File: src/rtl/gpio_mmio_pkg.sv
`default_nettype none
// ============================================================================
// Module   : gpio_mmio_pkg
// Brief    : Shared register offsets and bus FSM state type for the GPIO
//            memory-mapped responder.
// Revision : 1.0 - initial release
// ============================================================================
package gpio_mmio_pkg;

    // Byte offsets of the four 32-bit registers; only bits [3:2] decode.
    localparam logic [3:0] GPIO_DATA_OUT  = 4'h0;
    localparam logic [3:0] GPIO_DATA_IN   = 4'h4;
    localparam logic [3:0] GPIO_EDGE_STAT = 4'h8;
    localparam logic [3:0] GPIO_EDGE_EN   = 4'hC;

    // Bus handshake: accept in IDLE, pulse ready for one cycle in RESP.
    typedef enum logic [0:0] {
        IDLE = 1'b0,
        RESP = 1'b1
    } bus_state_t;

endpackage
`default_nettype wire

File: src/rtl/gpio_in_sync.sv
`default_nettype none
// ============================================================================
// Module   : gpio_in_sync
// Brief    : Two-flop synchronizer for asynchronous GPIO inputs, followed by
//            a history register used to detect rising edges.
// Revision : 1.0 - initial release
// ============================================================================
module gpio_in_sync #(
    parameter int WIDTH = 8
) (
    input  logic             clk,
    input  logic             rst,
    input  logic [WIDTH-1:0] i_async,
    output logic [WIDTH-1:0] o_sync,
    output logic [WIDTH-1:0] o_rise
);

    logic [WIDTH-1:0] r_meta;
    logic [WIDTH-1:0] r_sync;
    logic [WIDTH-1:0] r_prev;

    // Metastability filter plus one cycle of history for edge detection.
    always_ff @(posedge clk or posedge rst) begin
        if (rst) begin
            r_meta <= '0;
            r_sync <= '0;
            r_prev <= '0;
        end else begin
            r_meta <= i_async;
            r_sync <= r_meta;
            r_prev <= r_sync;
        end
    end

    assign o_sync = r_sync;
    assign o_rise = r_sync & ~r_prev;

endmodule
`default_nettype wire

File: src/rtl/gpio_mmio_responder.sv
`default_nettype none
// ============================================================================
// Module   : gpio_mmio_responder
// Brief    : Memory-mapped GPIO peripheral on the core data bus. Provides an
//            output register, a synchronized input view, sticky rising-edge
//            flags (write-1-to-clear) and a maskable registered interrupt.
// Revision : 1.0 - initial release
// ============================================================================
module gpio_mmio_responder
    import gpio_mmio_pkg::*;
#(
    parameter int GPIO_WIDTH = 8,
    parameter int DATA_WIDTH = 32
) (
    input  logic                  clk,
    input  logic                  reset,
    input  logic                  bus_req,
    input  logic                  bus_we,
    input  logic [3:0]            bus_addr,
    input  logic [DATA_WIDTH-1:0] bus_wdata,
    output logic [DATA_WIDTH-1:0] bus_rdata,
    output logic                  bus_ready,
    input  logic [GPIO_WIDTH-1:0] GPIO_In,
    output logic [GPIO_WIDTH-1:0] GPIO_Out,
    output logic                  irq
);

    localparam logic [1:0] c_idx_out  = GPIO_DATA_OUT[3:2];
    localparam logic [1:0] c_idx_in   = GPIO_DATA_IN[3:2];
    localparam logic [1:0] c_idx_stat = GPIO_EDGE_STAT[3:2];
    localparam logic [1:0] c_idx_en   = GPIO_EDGE_EN[3:2];

    bus_state_t            r_state;
    bus_state_t            w_next_state;
    logic                  w_accept;

    logic [GPIO_WIDTH-1:0] r_data_out;
    logic [GPIO_WIDTH-1:0] r_edge_stat;
    logic [GPIO_WIDTH-1:0] r_edge_en;
    logic [DATA_WIDTH-1:0] r_rdata;
    logic                  r_irq;

    logic [GPIO_WIDTH-1:0] w_sync;
    logic [GPIO_WIDTH-1:0] w_rise;
    logic [1:0]            w_sel;
    logic [GPIO_WIDTH-1:0] w_wdata;
    logic                  w_wr_out;
    logic                  w_wr_en;
    logic [GPIO_WIDTH-1:0] w_clr;
    logic [DATA_WIDTH-1:0] w_rd_mux;

    // Upper write-data bits and the byte-lane address bits carry no meaning.
    logic                  w_unused;
    assign w_unused = ^{bus_wdata, bus_addr};

    gpio_in_sync #(
        .WIDTH (GPIO_WIDTH)
    ) u_in_sync (
        .clk     (clk),
        .rst     (reset),
        .i_async (GPIO_In),
        .o_sync  (w_sync),
        .o_rise  (w_rise)
    );

    assign w_sel    = bus_addr[3:2];
    assign w_wdata  = bus_wdata[GPIO_WIDTH-1:0];
    assign w_wr_out = w_accept && bus_we && (w_sel == c_idx_out);
    assign w_wr_en  = w_accept && bus_we && (w_sel == c_idx_en);
    assign w_clr    = (w_accept && bus_we && (w_sel == c_idx_stat)) ? w_wdata : '0;

    // Bus FSM state register.
    always_ff @(posedge clk or posedge reset) begin
        if (reset) begin
            r_state <= IDLE;
        end else begin
            r_state <= w_next_state;
        end
    end

    // Bus FSM next state: requests are only looked at while idle.
    always_comb begin
        w_next_state = r_state;
        w_accept     = 1'b0;
        case (r_state)
            IDLE: begin
                if (bus_req) begin
                    w_accept     = 1'b1;
                    w_next_state = RESP;
                end
            end
            RESP:    w_next_state = IDLE;
            default: w_next_state = IDLE;
        endcase
    end

    // Read multiplexer, zero-extended to the bus width.
    always_comb begin
        w_rd_mux = '0;
        case (w_sel)
            c_idx_out:  w_rd_mux[GPIO_WIDTH-1:0] = r_data_out;
            c_idx_in:   w_rd_mux[GPIO_WIDTH-1:0] = w_sync;
            c_idx_stat: w_rd_mux[GPIO_WIDTH-1:0] = r_edge_stat;
            c_idx_en:   w_rd_mux[GPIO_WIDTH-1:0] = r_edge_en;
            default:    w_rd_mux = '0;
        endcase
    end

    // Register file; a new edge in the clear cycle keeps its flag set.
    always_ff @(posedge clk or posedge reset) begin
        if (reset) begin
            r_data_out  <= '0;
            r_edge_en   <= '0;
            r_edge_stat <= '0;
        end else begin
            if (w_wr_out) begin
                r_data_out <= w_wdata;
            end
            if (w_wr_en) begin
                r_edge_en <= w_wdata;
            end
            r_edge_stat <= (r_edge_stat & ~w_clr) | w_rise;
        end
    end

    // Read data captured at the accept edge; writes return zero.
    always_ff @(posedge clk or posedge reset) begin
        if (reset) begin
            r_rdata <= '0;
        end else if (w_accept) begin
            r_rdata <= bus_we ? '0 : w_rd_mux;
        end
    end

    // Interrupt registered from the current flags and mask.
    always_ff @(posedge clk or posedge reset) begin
        if (reset) begin
            r_irq <= 1'b0;
        end else begin
            r_irq <= |(r_edge_stat & r_edge_en);
        end
    end

    assign bus_ready = (r_state == RESP);
    assign bus_rdata = bus_ready ? r_rdata : '0;
    assign GPIO_Out  = r_data_out;
    assign irq       = r_irq;

endmodule
`default_nettype wire
File: config.mk
export PLATFORM = sky130hd
export DESIGN_NAME = gpio_mmio_responder
export DESIGN_NICKNAME = d
export VERILOG_FILES = /design/src/rtl/gpio_mmio_pkg.sv /design/src/rtl/gpio_in_sync.sv /design/src/rtl/gpio_mmio_responder.sv
export SDC_FILE = /design/constraint.sdc
export NUM_CORES = 1
export LEC_CHECK = 0
export CAP_MARGIN = 30
export CELL_PAD_IN_SITES_DETAIL_PLACEMENT = 0
export CELL_PAD_IN_SITES_GLOBAL_PLACEMENT = 1
export CORE_ASPECT_RATIO = 1.1
export CORE_MARGIN = 3
export CORE_UTILIZATION = 37
export CTS_CLUSTER_SIZE = 25
export DETAILED_ROUTE_END_ITERATION = 8
export HOLD_SLACK_MARGIN = 0.06
export PLACE_DENSITY_LB_ADDON = 0.12
export SYNTH_ARGS = -nofsm -noshare
export SYNTH_HDL_FRONTEND = slang
export SYNTH_SLANG_ARGS = --single-unit
File: constraint.sdc
create_clock -name clk -period 4.5 [get_ports clk]
set_clock_uncertainty 0.05 [all_clocks]
set_input_delay 0.45 -clock clk [delete_from_list [all_inputs] [get_ports clk]]
set_output_delay 0.45 -clock clk [all_outputs]
set_load 0.02 [all_outputs]
==> qor.yml, run 1 <==
floorplan:
  num_io_pins: 90
  dieArea_um2: 7610
  fp.dieW_um: 83.4
  rows: 30
  core_um2: 6270
  start_util: 0.389
  die_height_um: 91.2
placement:
  gp_congestion: 0.698
  io_buffers: 39
  post-dp-hpwl_mm: 3.26
  dp_cells: 287
  post-place-ws_ps: 1470
timing:
  period_share: 0.590
  fin_tns_setup_ps: 0
  hold_viol_final: 0
  fin_crit_ps: 2660
  finalMaxSlewViolations: 0
  slew_headroom: 0.534
  setup_ws_ps: 1840
  rsz0062_at_grt: "false"
  worstMarginPinSlew_ps: 699
  timing.fmax_mhz: 376
  setup_viol: 0
worst_setup_path:
  cp_slowest_cell: "nand4bb_1"
  cp_data_arrival_time_ps: 2810
  path_cells: "clkdlybuf4s50_1, nand4bb_1, nor2_8, mux2_2"
  worstSetupPathType: "input pin to flop"
  critPathRequiredTime_ps: 4660
  crit_buf_inv: 1
  critPathLaunchType: "input pin"
  path_delay_family: "simple AND/OR/NAND/NOR gates"
  worstPathMaxFanout: 10
  crit_path_end_kind: "flop"
  slowest_delay_ps: 810
cts:
  cts.path.max_buffers: 2
  ctsHoldBuffers: 0
  tritoncts: "done"
  worstSkewPairLatency_ps: 320
  cts_max_level: 3
  clkTransAtPathRegs_ps: 60
  cts_resized: 0
  ctsRootBufferMaster: "clkbuf_8"
  cts_setup_buffers: 0
  numClockSinks: 58
  cts_buffers: 9
finish:
  syn2layout_area_growth_pct: 25.6
  antenna_cells: 0
  fillers: 540
  multi_input_area_um2: 807
  instances_no_fill: 303
  fin_nets: 266
  drive_gt1_frac: 0.278
  regArea_um2: 1450
synthesis:
  synth-edff-count: 0
  synth_area_leaders: "dfrtp_1, buf_4, mux4_2"
  yosys.cell_types.count: 21
  syn_avg_cell_area_um2: 14.2
  ys_ff_latch: 58
  yosys.area.top_type_share: 0.595
  synth-main-ff-cell: "dfrtp_1"
  synth.cell_area_um2: 2440
  synth_async_sr_flop_share: 1.00
  ys_warn_count: 0
  syn-instance-count: 172
  synth-seq-area-share: 0.595
  synth_top_area_cell: "dfrtp_1"
grt:
  antenna_found_initial: 0
  globalRoute.totalOverflow: 0
  grt_max_degree: 59
  grt.total_usage: 0.138
  grt_pass1_wl_mm: 8.03
  grt_pass1_vias: 1494
power:
  power.leakage_nw: 1.35
  p_per_area_nw_per_um2: 462
  vdd_drop_max_uv: 272
route:
  drt-total-wl_mm: 4.63
  drc: 0
  route.met2.wl_mm: 2.31
  met3_length_um: 184
  post_drt_via_cell_ratio: 4.54
  avgRoutedWirePerCell_um: 15.3
  detail-route-antenna-nets: 0
  met1_length_mm: 2.06
  first_iter_violations: 98
  route.top_layer_used: "met4"
  dr_total_vias: 1375
  drtPass1Iterations: 4
flow_run:
  max_cap_violations: 0
run_status:
  status: "finished clean"
hold_path:
  hold_path_class: "flop to flop"
[path summary, 6_finish.rpt]
path	cells after the start	start	slack (ps)	endpoint
worst max-delay path	4	bus_addr[2]	1840	GPIO_Out[3]
worst min-delay path	0	u_in_sync.r_meta[1]	290	u_in_sync.o_sync[1]
worst max register to register	3	bus_ready	2390	GPIO_Out[3]
worst min register to register	0	u_in_sync.r_meta[1]	290	u_in_sync.o_sync[1]
max in group asynchronous	3	reset	3350	r_rdata[1]
min in group asynchronous	3	reset	590	u_in_sync.o_sync[1]
[through the flow]
step                      utilization  power, mW  hold WS [ps]  area [um2]
after floorplan                     -      0.794           281        2530
after global placement          0.447      0.872           283        2800
after detailed placement        0.451      0.883           285        2830
after CTS                       0.489       1.44           290        3060
after global routing            0.489       1.48           289        3060
final                           0.489       1.42           290        3060
[registers in the layout (all words and copies together) (netlist names), 8 cells and up]
name              flops
r_edge_stat           8
r_rdata               8
u_in_sync.o_sync      8
GPIO_Out              8
u_in_sync.r_prev      8
r_edge_en             8
u_in_sync.r_meta      8
[cells in the mapped netlist, types with 2 or more instances]
| library cell | n |
|---|---|
| a22o_2 | 8 |
| nand2_1 | 8 |
| a22oi_1 | 4 |
| o21ai_0 | 16 |
| buf_4 | 26 |
| mux2_4 | 2 |
| buf_6 | 2 |
| and2_2 | 8 |
| inv_1 | 9 |
| mux4_2 | 8 |
| dfrtp_1 | 58 |
| mux2_2 | 14 |
[per-layer routing]
metal | global-route usage | vias up
met5 | 0 | -
met4 | 0.0764 | 0
met3 | 0.0318 | 5
met2 | 0.214 | 34
met1 | 0.178 | 696
li1 | - | 640
[kinds of logic after synthesis]
family | after synthesis | synth area share
AO/OA/AOI/OAI | 28 | 0.0780
flip-flops | 58 | 0.595
other | 1 | 0.00154
buffers and inverters | 39 | 0.110
multiplexers | 24 | 0.151
AND/OR/NAND/NOR | 22 | 0.0651
[layout make-up]
class,instances,area share
flip-flops and latches,58,0.474
multi-input cells,98,0.263
repair buffers,41,0.139
clock buffers,12,0.0539
well taps,80,0.0327
clock inverters,4,0.0237
inverters,10,0.0139
[worst register-to-register path: stages (launching register included)]
cell       delay [ps]
dfrtp_1           460
nand4bb_1         670
nor2_8            440
mux2_2            370
[placed cells by master (no fill, tap or decap)]
| cell | netlist | routed |
|---|---|---|
| clkinv_2 | 0 | 1 |
| clkdlybuf4s50_1 | 0 | 39 |
| nand4_1 | 1 | 1 |
| nand4bb_1 | 1 | 1 |
| nor2_1 | 1 | 1 |
| clkbuf_8 | 0 | 12 |
| bufinv_16 | 0 | 2 |
| buf_4 | 26 | 1 |
| conb_1 | 1 | 24 |
| mux2_2 | 14 | 14 |
| inv_1 | 9 | 8 |
| buf_16 | 0 | 1 |
| and2_2 | 8 | 8 |
| clkinvlp_4 | 0 | 1 |
| mux4_2 | 8 | 8 |
| o21ai_0 | 16 | 16 |
| mux2_4 | 2 | 2 |
| a22oi_1 | 4 | 4 |
| inv_2 | 0 | 1 |
| nand2_1 | 8 | 8 |
| nand2b_1 | 1 | 1 |
| a22o_2 | 8 | 8 |
| dfrtp_1 | 58 | 58 |
| inv_6 | 1 | 1 |
| nor2_8 | 1 | 1 |
| nand4_4 | 1 | 1 |
[power by group]
group	internal, mW	switching (mW)	total [mW]
Sequential	0.584	0.0430	0.627
Combinational	0.131	0.111	0.242
Clock	0.356	0.191	0.547
No activity file was read; power rests on OpenSTA's default activity.
==> run 2, diff against run 1 <==
--- a/config.mk
+++ b/config.mk
@@ -10,7 +10,7 @@
 export CELL_PAD_IN_SITES_GLOBAL_PLACEMENT = 1
 export CORE_ASPECT_RATIO = 1.1
 export CORE_MARGIN = 3
-export CORE_UTILIZATION = 37
+export CORE_UTILIZATION = 31
 export CTS_CLUSTER_SIZE = 25
 export DETAILED_ROUTE_END_ITERATION = 8
 export HOLD_SLACK_MARGIN = 0.06
==> constraint.sdc (replaced) <==
create_clock -name clk -period 2.2 [get_ports clk]
set_clock_uncertainty 0.05 [all_clocks]
set_input_delay 0.22 -clock clk [delete_from_list [all_inputs] [get_ports clk]]
set_output_delay 0.22 -clock clk [all_outputs]
set_load 0.02 [all_outputs]
==> qor.yml, run 2 (same netlist as run 1, synthesis figures left out) <==
worst_setup_path:
  worstPathMaxFanout: 11
  critPathRequiredTime_ps: 1930
  worstSetupPathType: "flop to output pin"
  crit_path_end_kind: "output pin"
  critPathLaunchType: "flop"
  cp_data_arrival_time_ps: 1590
flow_run:
  max_cap_violations: 0
timing:
  fin_crit_ps: 1860
  timing.fmax_mhz: 537
  worstMarginPinSlew_ps: 547
  hold_viol_final: 0
  setup_viol: 0
  period_share: 0.846
  rsz0062_at_grt: "false"
  setup_ws_ps: 339
  whs_ps: 206
  finalMaxSlewViolations: 0
  fin_tns_setup_ps: 0
  slew_headroom: 0.635
cts:
  ctsHoldBuffers: 0
  ctsRootBufferMaster: "clkbuf_8"
  cts_setup_buffers: 0
  worstSkewPairLatency_ps: 330
  cts.path.max_buffers: 2
  cts_max_level: 3
  cts_buffers: 9
  numClockSinks: 58
  tritoncts: "done"
  clkTransAtPathRegs_ps: 60
  cts_resized: 0
run_status:
  status: "finished clean"
placement:
  dp_cells: 317
  io_buffers: 39
  post-place-ws_ps: 227
  post-dp-hpwl_mm: 3.32
  gp_congestion: 0.699
  placed_area_um2: 2900
route:
  post_drt_via_cell_ratio: 4.23
  dr_total_vias: 1404
  drt-total-wl_mm: 4.64
  drtPass1Iterations: 4
  avgRoutedWirePerCell_um: 14.0
  drc: 0
  first_iter_violations: 42
  detail-route-antenna-nets: 0
floorplan:
  core_um2: 7560
  rows: 33
  num_io_pins: 90
  die_height_um: 99.0
  fp.dieW_um: 90.6
  start_util: 0.323
  dieArea_um2: 8970
finish:
  antenna_cells: 0
  layout_commonest_cell: "dfrtp_1"
  fin_nets: 271
  final_cell_mix: "dfrtp_1, clkdlybuf4s50_1, conb_1"
  syn2layout_area_growth_pct: 25.8
  drive_gt1_frac: 0.286
  instances_no_fill: 332
  stdcell_area_um2: 3070
hold_path:
  hold_path_class: "input pin to asynchronous set/reset pin"
grt:
  globalRoute.totalOverflow: 0
  grt.total_usage: 0.111
  grt_max_degree: 35
  grt_pass1_vias: 1468
  antenna_found_initial: 0
  grt_pass1_wl_mm: 7.49
power:
  vdd_drop_max_uv: 436
  power.leakage_nw: 1.35
  p_per_area_nw_per_um2: 860
## run 2: worst max-delay path, stage by stage, from the launching register on
cell             delay, ps
dfrtp_1                470
and2_2                 190
clkdlybuf4s50_1        600
## run 2: worst paths after layout
kind                                      from                   to  slack, ps  depth (start not counted)
max                                  bus_ready         bus_rdata[3]        340                          2
min                                      reset  u_in_sync.r_meta[4]        210                          2
max reg2reg                          bus_ready          GPIO_Out[0]        570                          3
min reg2reg                u_in_sync.r_meta[2]  u_in_sync.o_sync[2]        300                          0
max in group asynchronous                reset                  irq       1320                          3
min in group clk                    GPIO_In[5]  u_in_sync.r_meta[5]        270                          1
## run 2: metrics by stage
step	util	total power [mW]
after floorplan	-	1.62
after global placement	0.384	1.80
after detailed placement	0.384	1.81
after CTS	0.406	2.68
after global routing	0.406	2.77
final	0.406	2.64
## run 2: final cells by class
| cell class | count | area (um2) |
|---|---|---|
| clock buffers | 12 | 155 |
| clock inverters | 3 | 15.0 |
| fillers | 734 | 4490 |
| inverters | 10 | 42.5 |
| multi-input cells | 98 | 807 |
| flip-flops and latches | 58 | 1450 |
| well taps | 105 | 131 |
| repair buffers | 46 | 468 |
## run 2: per-layer routing
| metal | part of all wire | global-route usage | vias to the layer above | wire, um |
|---|---|---|---|---|
| li1 | - | - | 648 | - |
| met1 | 0.44 | 0.136 | 692 | 2020 |
| met2 | 0.47 | 0.173 | 53 | 2180 |
| met3 | 0.072 | 0.0351 | 11 | 333 |
| met4 | 0.021 | 0.0671 | 0 | 99 |
| met5 | 0 | 0 | - | 0 |
## run 2: power by group
part           internal (mW)  switching (mW)
sequential              1.19          0.0854
combinational          0.274           0.231
clock                  0.458           0.397
